File: config.mk
export PLATFORM = sky130hd
export DESIGN_NAME = gate_vector_decoder
export DESIGN_NICKNAME = d
export VERILOG_FILES = /design/src/rtl/gate_vector_decoder.sv
export SDC_FILE = /design/constraint.sdc
export NUM_CORES = 1
export LEC_CHECK = 0
export CAP_MARGIN = 30
export CORE_UTILIZATION = 50
export CTS_BUF_LIST = sky130_fd_sc_hd__clkbuf_16
export CTS_CLUSTER_DIAMETER = 150
export DETAILED_ROUTE_END_ITERATION = 8
export PLACE_DENSITY = 0.84
export SLEW_MARGIN = 20
export SYNTH_ARGS = -nofsm -noshare
export SYNTH_HDL_FRONTEND = slang
export SYNTH_SLANG_ARGS = --single-unit
File: constraint.sdc
create_clock -name clk -period 3.4 [get_ports clk]
set_input_delay 1.02 -clock clk [delete_from_list [all_inputs] [get_ports clk]]
set_output_delay 1.02 -clock clk [all_outputs]
set_load 0.05 [all_outputs]
File: src/rtl/gate_vector_decoder.sv
// gate_vector_decoder: receive side of the 7-bit gate-output vector
// {XNOR,XOR,NOR,NAND,OR,AND,NOT(a)}. Recovers a/b, flags vectors that do not
// re-encode exactly, counts accepted and bad vectors, and stops taking input
// once ERR_LIMIT bad vectors have arrived since the last clr_err.
module gate_vector_decoder #(
    parameter int CNT_W     = 16,
    parameter int ERR_LIMIT = 4
) (
    input  logic             clk,
    input  logic             rst_n,
    input  logic             in_valid,
    output logic             in_ready,
    input  logic [6:0]       in_vec,
    output logic             out_valid,
    input  logic             out_ready,
    output logic             out_a,
    output logic             out_b,
    output logic             out_err,
    input  logic             clr_err,
    output logic [CNT_W-1:0] vec_cnt,
    output logic [CNT_W-1:0] err_cnt,
    output logic             sticky_err,
    output logic [6:0]       first_bad
);

    typedef enum logic {RUN, HALT} state_t;

    localparam logic [CNT_W-1:0] LIMIT_CNT = CNT_W'(ERR_LIMIT);
    localparam logic             HALT_EN   = (ERR_LIMIT != 0);

    state_t state, state_next;

    // decode stage (combinational)
    logic a_p0, b_p0, err_p0;
    // output register stage
    logic vld_p1, a_p1, b_p1, err_p1;

    logic             accept;
    logic             halt_hit;
    logic [CNT_W-1:0] err_base, err_next;
    logic             sticky_base, sticky_next;
    logic [6:0]       first_base, first_next;

    // Re-encode a,b into the gate vector, bit0 = ~a ... bit6 = ~(a^b).
    function automatic logic [6:0] encode(input logic a, input logic b);
        return {~(a ^ b), a ^ b, ~(a | b), ~(a & b), a | b, a & b, ~a};
    endfunction

    // Saturating increment: holds at all-ones instead of wrapping.
    function automatic logic [CNT_W-1:0] sat_inc(input logic [CNT_W-1:0] v);
        return (&v) ? v : v + CNT_W'(1);
    endfunction

    // Ready is forced low while reset is held so nothing is taken mid-reset.
    assign in_ready  = rst_n & (state == RUN) & (~vld_p1 | out_ready);
    assign accept    = in_valid & in_ready;
    assign out_valid = vld_p1;
    assign out_a     = a_p1;
    assign out_b     = b_p1;
    assign out_err   = err_p1;

    // Recover operands from NOT(a) and XOR bits, then compare the full vector.
    always_comb begin
        a_p0   = ~in_vec[0];
        b_p0   = in_vec[5] ^ a_p0;
        err_p0 = (in_vec != encode(a_p0, b_p0));
    end

    // Error bookkeeping: clr_err is applied first, then a bad accept counts on top.
    always_comb begin
        err_base    = clr_err ? '0   : err_cnt;
        sticky_base = clr_err ? 1'b0 : sticky_err;
        first_base  = clr_err ? '0   : first_bad;
        err_next    = err_base;
        sticky_next = sticky_base;
        first_next  = first_base;
        if (accept && err_p0) begin
            err_next = sat_inc(err_base);
            if (!sticky_base) begin
                sticky_next = 1'b1;
                first_next  = in_vec;
            end
        end
        halt_hit = accept & err_p0 & HALT_EN & (err_next == LIMIT_CNT);
    end

    // Next-state logic: a clear releases HALT, hitting the limit enters it.
    always_comb begin
        state_next = state;
        case (state)
            RUN:     if (halt_hit) state_next = HALT;
            HALT:    if (clr_err)  state_next = RUN;
            default: state_next = RUN;
        endcase
    end

    // State register.
    always_ff @(posedge clk or negedge rst_n) begin
        if (!rst_n) state <= RUN;
        else        state <= state_next;
    end

    // ---- stage p0 -> p1: result register, held while downstream stalls ----
    // Load on accept, drop valid once consumed, otherwise hold.
    always_ff @(posedge clk or negedge rst_n) begin
        if (!rst_n) begin
            vld_p1 <= 1'b0;
            a_p1   <= 1'b0;
            b_p1   <= 1'b0;
            err_p1 <= 1'b0;
        end else if (accept) begin
            vld_p1 <= 1'b1;
            a_p1   <= a_p0;
            b_p1   <= b_p0;
            err_p1 <= err_p0;
        end else if (out_ready) begin
            vld_p1 <= 1'b0;
        end
    end

    // Vector and error counters plus first-bad capture.
    always_ff @(posedge clk or negedge rst_n) begin
        if (!rst_n) begin
            vec_cnt    <= '0;
            err_cnt    <= '0;
            sticky_err <= 1'b0;
            first_bad  <= '0;
        end else begin
            if (accept) vec_cnt <= sat_inc(vec_cnt);
            err_cnt    <= err_next;
            sticky_err <= sticky_next;
            first_bad  <= first_next;
        end
    end

endmodule
==> Word level (Yosys, flattened, before mapping) <==
Cells that the tools add are included.
{ "totals": {"regBits": 45, "word_cells": 48} }
{ "op_classes": {"addsub": 2, "eq_ne": 2, "mux": 13, "bitwise": 17, "reduce_logical": 5} }
{ "ops": {"columns": ["op", "count"], "rows": [
  ["16-bit 2-to-1 mux", 3],
  ["16-bit by 1-bit adder with 16-bit output, second input constant", 2],
  ["16-bit AND reduction", 2],
  ["7-bit 2-to-1 mux", 3],
  ["16-bit by 3-bit equality test with 1-bit output, second input constant", 1],
  ["1-bit inverter", 7],
  ["1-bit AND", 6],
  ["1-bit 2-to-1 mux", 6],
  ["6-bit inequality test", 1],
  ["1-bit bitwise OR", 2],
  ["1-bit one-hot mux with 2 select lines", 1],
  ["2-bit AND reduction", 1],
  ["2-bit nonzero test", 1],
  ["1-bit bitwise XOR", 2],
  ["1-bit logical AND", 1]
]} }

==> Depth between registers and ports, before layout <==
Gate-level depths: netlist of the first run.
{ "depth": {"word_depth": 11, "ltp_mapped": 13, "ltp_nobuf": 11} }

==> Least setup slack after synthesis of the first run <==
Ideal clock, no wire load.
{ "synth_path": {"path_type": "in2reg", "start": "in clr_err", "end": "reg state", "arrival_ns": 3.274, "required_ns": 3.319, "path_slack_ns": 0.045, "cell_stages": 12, "path_cell_list": "clkbuf_8 inv_1 clkbuf_8 nand2_1 inv_1 ha_1 or2b_2 nor4_4 or4_4 mux2_4 a2111o_1 o22ai_2"} }
{ "synth_via": {"elab_chain_cells": 8, "elab_cells_between_ends": 10} }
{ "synth_lines": {"columns": ["item", "line", "rtl"], "rows": [
  ["from (decl)", "19", "input logic clr_err,"],
  ["16-bit 2-to-1 mux", "71", "err_base = clr_err ? '0 : err_cnt;"],
  ["16-bit by 1-bit adder with 16-bit output or 16-bit AND reduction (tied branches)", "51", "return (&v) ? v : v + CNT_W'(1);"],
  ["16-bit 2-to-1 mux", "51", null],
  ["16-bit 2-to-1 mux", "77", "if (accept && err_p0) begin"],
  ["16-bit by 3-bit equality test with 1-bit output", "84", "halt_hit = accept & err_p0 & HALT_EN & (err_next == LIMIT_CNT);"],
  ["1-bit AND", "84", null],
  ["1-bit 2-to-1 mux", "91", "RUN: if (halt_hit) state_next = HALT;"],
  ["1-bit one-hot mux with 2 select lines *", "90", "case (state)"],
  ["named net state_next", "31", "state_t state, state_next;"],
  ["to (signal assigned)", "100", "else state <= state_next;"],
  ["to (decl)", "31", null]
]} }
Mark *: on every way through the listed nets, which the timed path passes. The rest lies on a longest branch.
A chain may end at the register's enable or synchronous reset.

==> Worst setup path after layout of the first run <==
{ "layout_path": {"start": "in in_vec[0]", "end": "reg state"} }
{ "layout_via": {"elab_chain_cells": 11, "elab_cells_between_ends": 16} }
{ "layout_lines": {"columns": ["item", "line", "rtl"], "rows": [
  ["from (decl)", "13", "input logic [6:0] in_vec,"],
  ["1-bit inverter *", "64", "a_p0 = ~in_vec[0];"],
  ["named net a_p0", "34", "logic a_p0, b_p0, err_p0;"],
  ["1-bit bitwise XOR", "65", "b_p0 = in_vec[5] ^ a_p0;"],
  ["1-bit AND, or another cell as far along", "46", "return {~(a ^ b), a ^ b, ~(a | b), ~(a & b), a | b, a & b, ~a};"],
  ["1-bit inverter", "46", null],
  ["6-bit inequality test *", "66", "err_p0 = (in_vec != encode(a_p0, b_p0));"],
  ["1-bit logical AND", "77", null],
  ["16-bit 2-to-1 mux", "77", null],
  ["16-bit by 3-bit equality test with 1-bit output", "84", null],
  ["1-bit AND *", "84", null],
  ["1-bit 2-to-1 mux *", "91", null],
  ["1-bit one-hot mux with 2 select lines *", "90", null],
  ["named net state_next", "31", null]
]} }
Marked as above.

==> qor.csv, run 1 <==
metric,value,unit
run_status,"complete, no violations",
num-fill-cells,357,
design_area,3507,sq um
fmax,304.9,MHz
fin_crit_sh,96.47,%
cts.clk_slew.worst_paths,0.06,ns
power_density,443.9,nW/um^2
clock_path_buffers,2,
antennaDiodeCount,0,
endpoint_kind,flop,
synth_commonest_cells,"45 x dfrtp_1, 30 x nand2_1, 22 x nand3_1",
grt_max_degree,46,
numPlacedInstances,405,
synthTopCellsByArea,"dfrtp_1 45%, xnor2_1 6.6%, nand2_1 4.5%",
hp-class,reg -> reg,
startpoint,in_vec[0],
grt_pass1_vias,2119,
rows,25,
grtUsageTotal,25.17,%
routed_via_density,5.419,
area_delta_synth_final,39.11,%
yosys.area.top_type,dfrtp_1,
clk_latency,0.28,ns
post_dp_cell_area,3346,sq um
ys_seq_area_share,44.67,%
start_util,52.68,%
syn_nets,276,
die-width,73.01,um
maxCapViolations,0,
rr_worst_depth,7,
tritoncts.num_buffers,5,
dpl.hpwl,4531,um
whs,0.4910,ns
synth_top_area_share,44.67,%
netlist_area,2521,sq um
period_needed,3.280,ns
layout.nets,361,
start_kind,primary input,
wire_per_inst,14.94,um
die_area,5330,sq um
ys_ff_latch,45,
cts_root_buf,clkbuf_16,
hold_violations,0,
synthDistinctLibCells,53,
pin_count,57,
vdd_drop_max,0.0004327,V
grt_pass1_wl,10150,um
hold_buffers,0,
routed-via-count,2238,
total_power,1557,uW
die_height,73.01,um
synth_edf_count,0,
cts_sinks,45,
netlist_instances,260,
path_max_fanout,2,
totalWireLength,6169,um
post_cts_buffers,0,
synthArstFlopShare,100.0,%
yosysWarnings,0,
setup_viol,0,
gp_congestion,0.9133,
tns,0,ns
tightest_slew,0.5679,ns
relSlewSlack,61.85,%
multi_input_area,1306,sq um
synth-main-ff-cell,dfrtp_1,
slew_viol_final,0,
final_antenna_net_count,0,
required,3.61,ns
syn_area_per_cell,9.697,sq um
seqCellArea,1126,sq um
antenna_found_initial,0,
r2r_end,state,
synth.most_common_cell,dfrtp_1,
regToRegStartpoint,err_cnt[2],
cts_tree,built,
arrival,3.49,ns
rsz0062_at_grt,false,
port_buffers,56,
firstDrtPassIters,4,
whs_path_depth,2,
drc,0,
r2r_slack,0.80,ns
fin_skew,0.004064,ns
drtIter0Drc,140,
overflow,0,
power.static_leakage,0.001551,uW
drive_above_1_share,17.63,%
fp.coreArea,4786,sq um
endpoint,state,
cts_max_level,2,
worstSetupPathType,in -> reg,
fin_cells,413,
kinds of logic (layout without fill, tap and decap cells):
group | count (synthesis) | in the layout | synth area share [%]
and+or+nand+nor | 122 | 122 | 26.35
buffers and inverters | 20 | 106 | 4.268
AOI/OAI and AO/OA | 34 | 34 | 9.778
adders and majority gates | 4 | 4 | 1.985
muxes | 4 | 4 | 1.886
xor gates and xnor gates | 31 | 31 | 11.07
DFF | 45 | 45 | 44.67
final cells by class:
type	instances	area share, %
Inverter	12	1.284
Timing Repair Buffer	86	22.90
Multi-Input combinational cell	195	37.25
Clock buffer	5	3.568
Sequential cell	45	32.11
Tap cell	67	2.390
Clock inverter	3	0.4995
sequential cells by signal (all words and copies together) (netlist names):
register    flops
vec_cnt        16
err_cnt        16
state           1
out_err         1
out_a           1
sticky_err      1
out_b           1
first_bad       7
out_valid       1
what timing repair did:
item | in CTS | in global routing
setup endpoints to repair | 1 | 2
gates resized for setup | 7 | 2
endpoints found under the hold margin | 0 | 0
power breakdown:
part           internal (uW)  switching, uW  leakage [uW]
Clock                    270            201     0.0000712
Sequential               585           52.3      0.000601
Combinational            165            283      0.000879
layout by cell type, fill, tap and decap left out, types with 10 or more instances in the layout:
master	count
nor2_1	21
xor2_1	11
buf_4	29
nand2_1	30
o21ai_0	13
clkdlybuf4s50_1	51
inv_1	10
dfrtp_1	45
xnor2_1	19
nand3_1	22
worst max-delay path, stage by stage:
cell	delay [ns]
dlygate4sd2_1	0.25
inv_2	0.08
ha_4	0.21
xnor2_2	0.14
mux2i_2	0.17
a31o_4	0.25
or4_4	0.54
mux2_4	0.31
a2111o_1	0.40
o22ai_2	0.12
per-stage QoR:
| step | setup slack [ns] | util, % |
|---|---|---|
| global route | 0.02741 | 73.28 |
| detailed placement | -0.5294 | 69.91 |
| finish | 0.1200 | 73.28 |
| global placement | -0.4623 | 69.91 |
| floorplan | 0.04518 | - |
| CTS | 0.04074 | 73.18 |
metal layers:
metal  track usage, %  up-vias  share of wire [%]
li1                 -     1076                  -
met1            32.83     1085                 42
met2            42.08       65                 51
met3            4.972       12                4.8
met4            7.843        0                1.6
met5                0        -                  0
how the worst min path moves through the flow:
stage                 from     endpoint  slack, ns
2_1_floorplan        state        state       0.52
3_3_place_gp         out_a        out_a       0.47
3_5_place_dp         out_a        out_a       0.47
4_1_cts              out_a        out_a       0.49
5_1_grt        vec_cnt[15]  vec_cnt[15]       0.52
6_report             out_a        out_a       0.49
Note: power is estimated with default switching activity, not from simulation.
==> run 2: changes to the inputs <==
Settings changed: CTS_CLUSTER_SIZE set to 25.
==> results of run 2 <==
Final layout, timing and power as in run 1 (identical DEF).
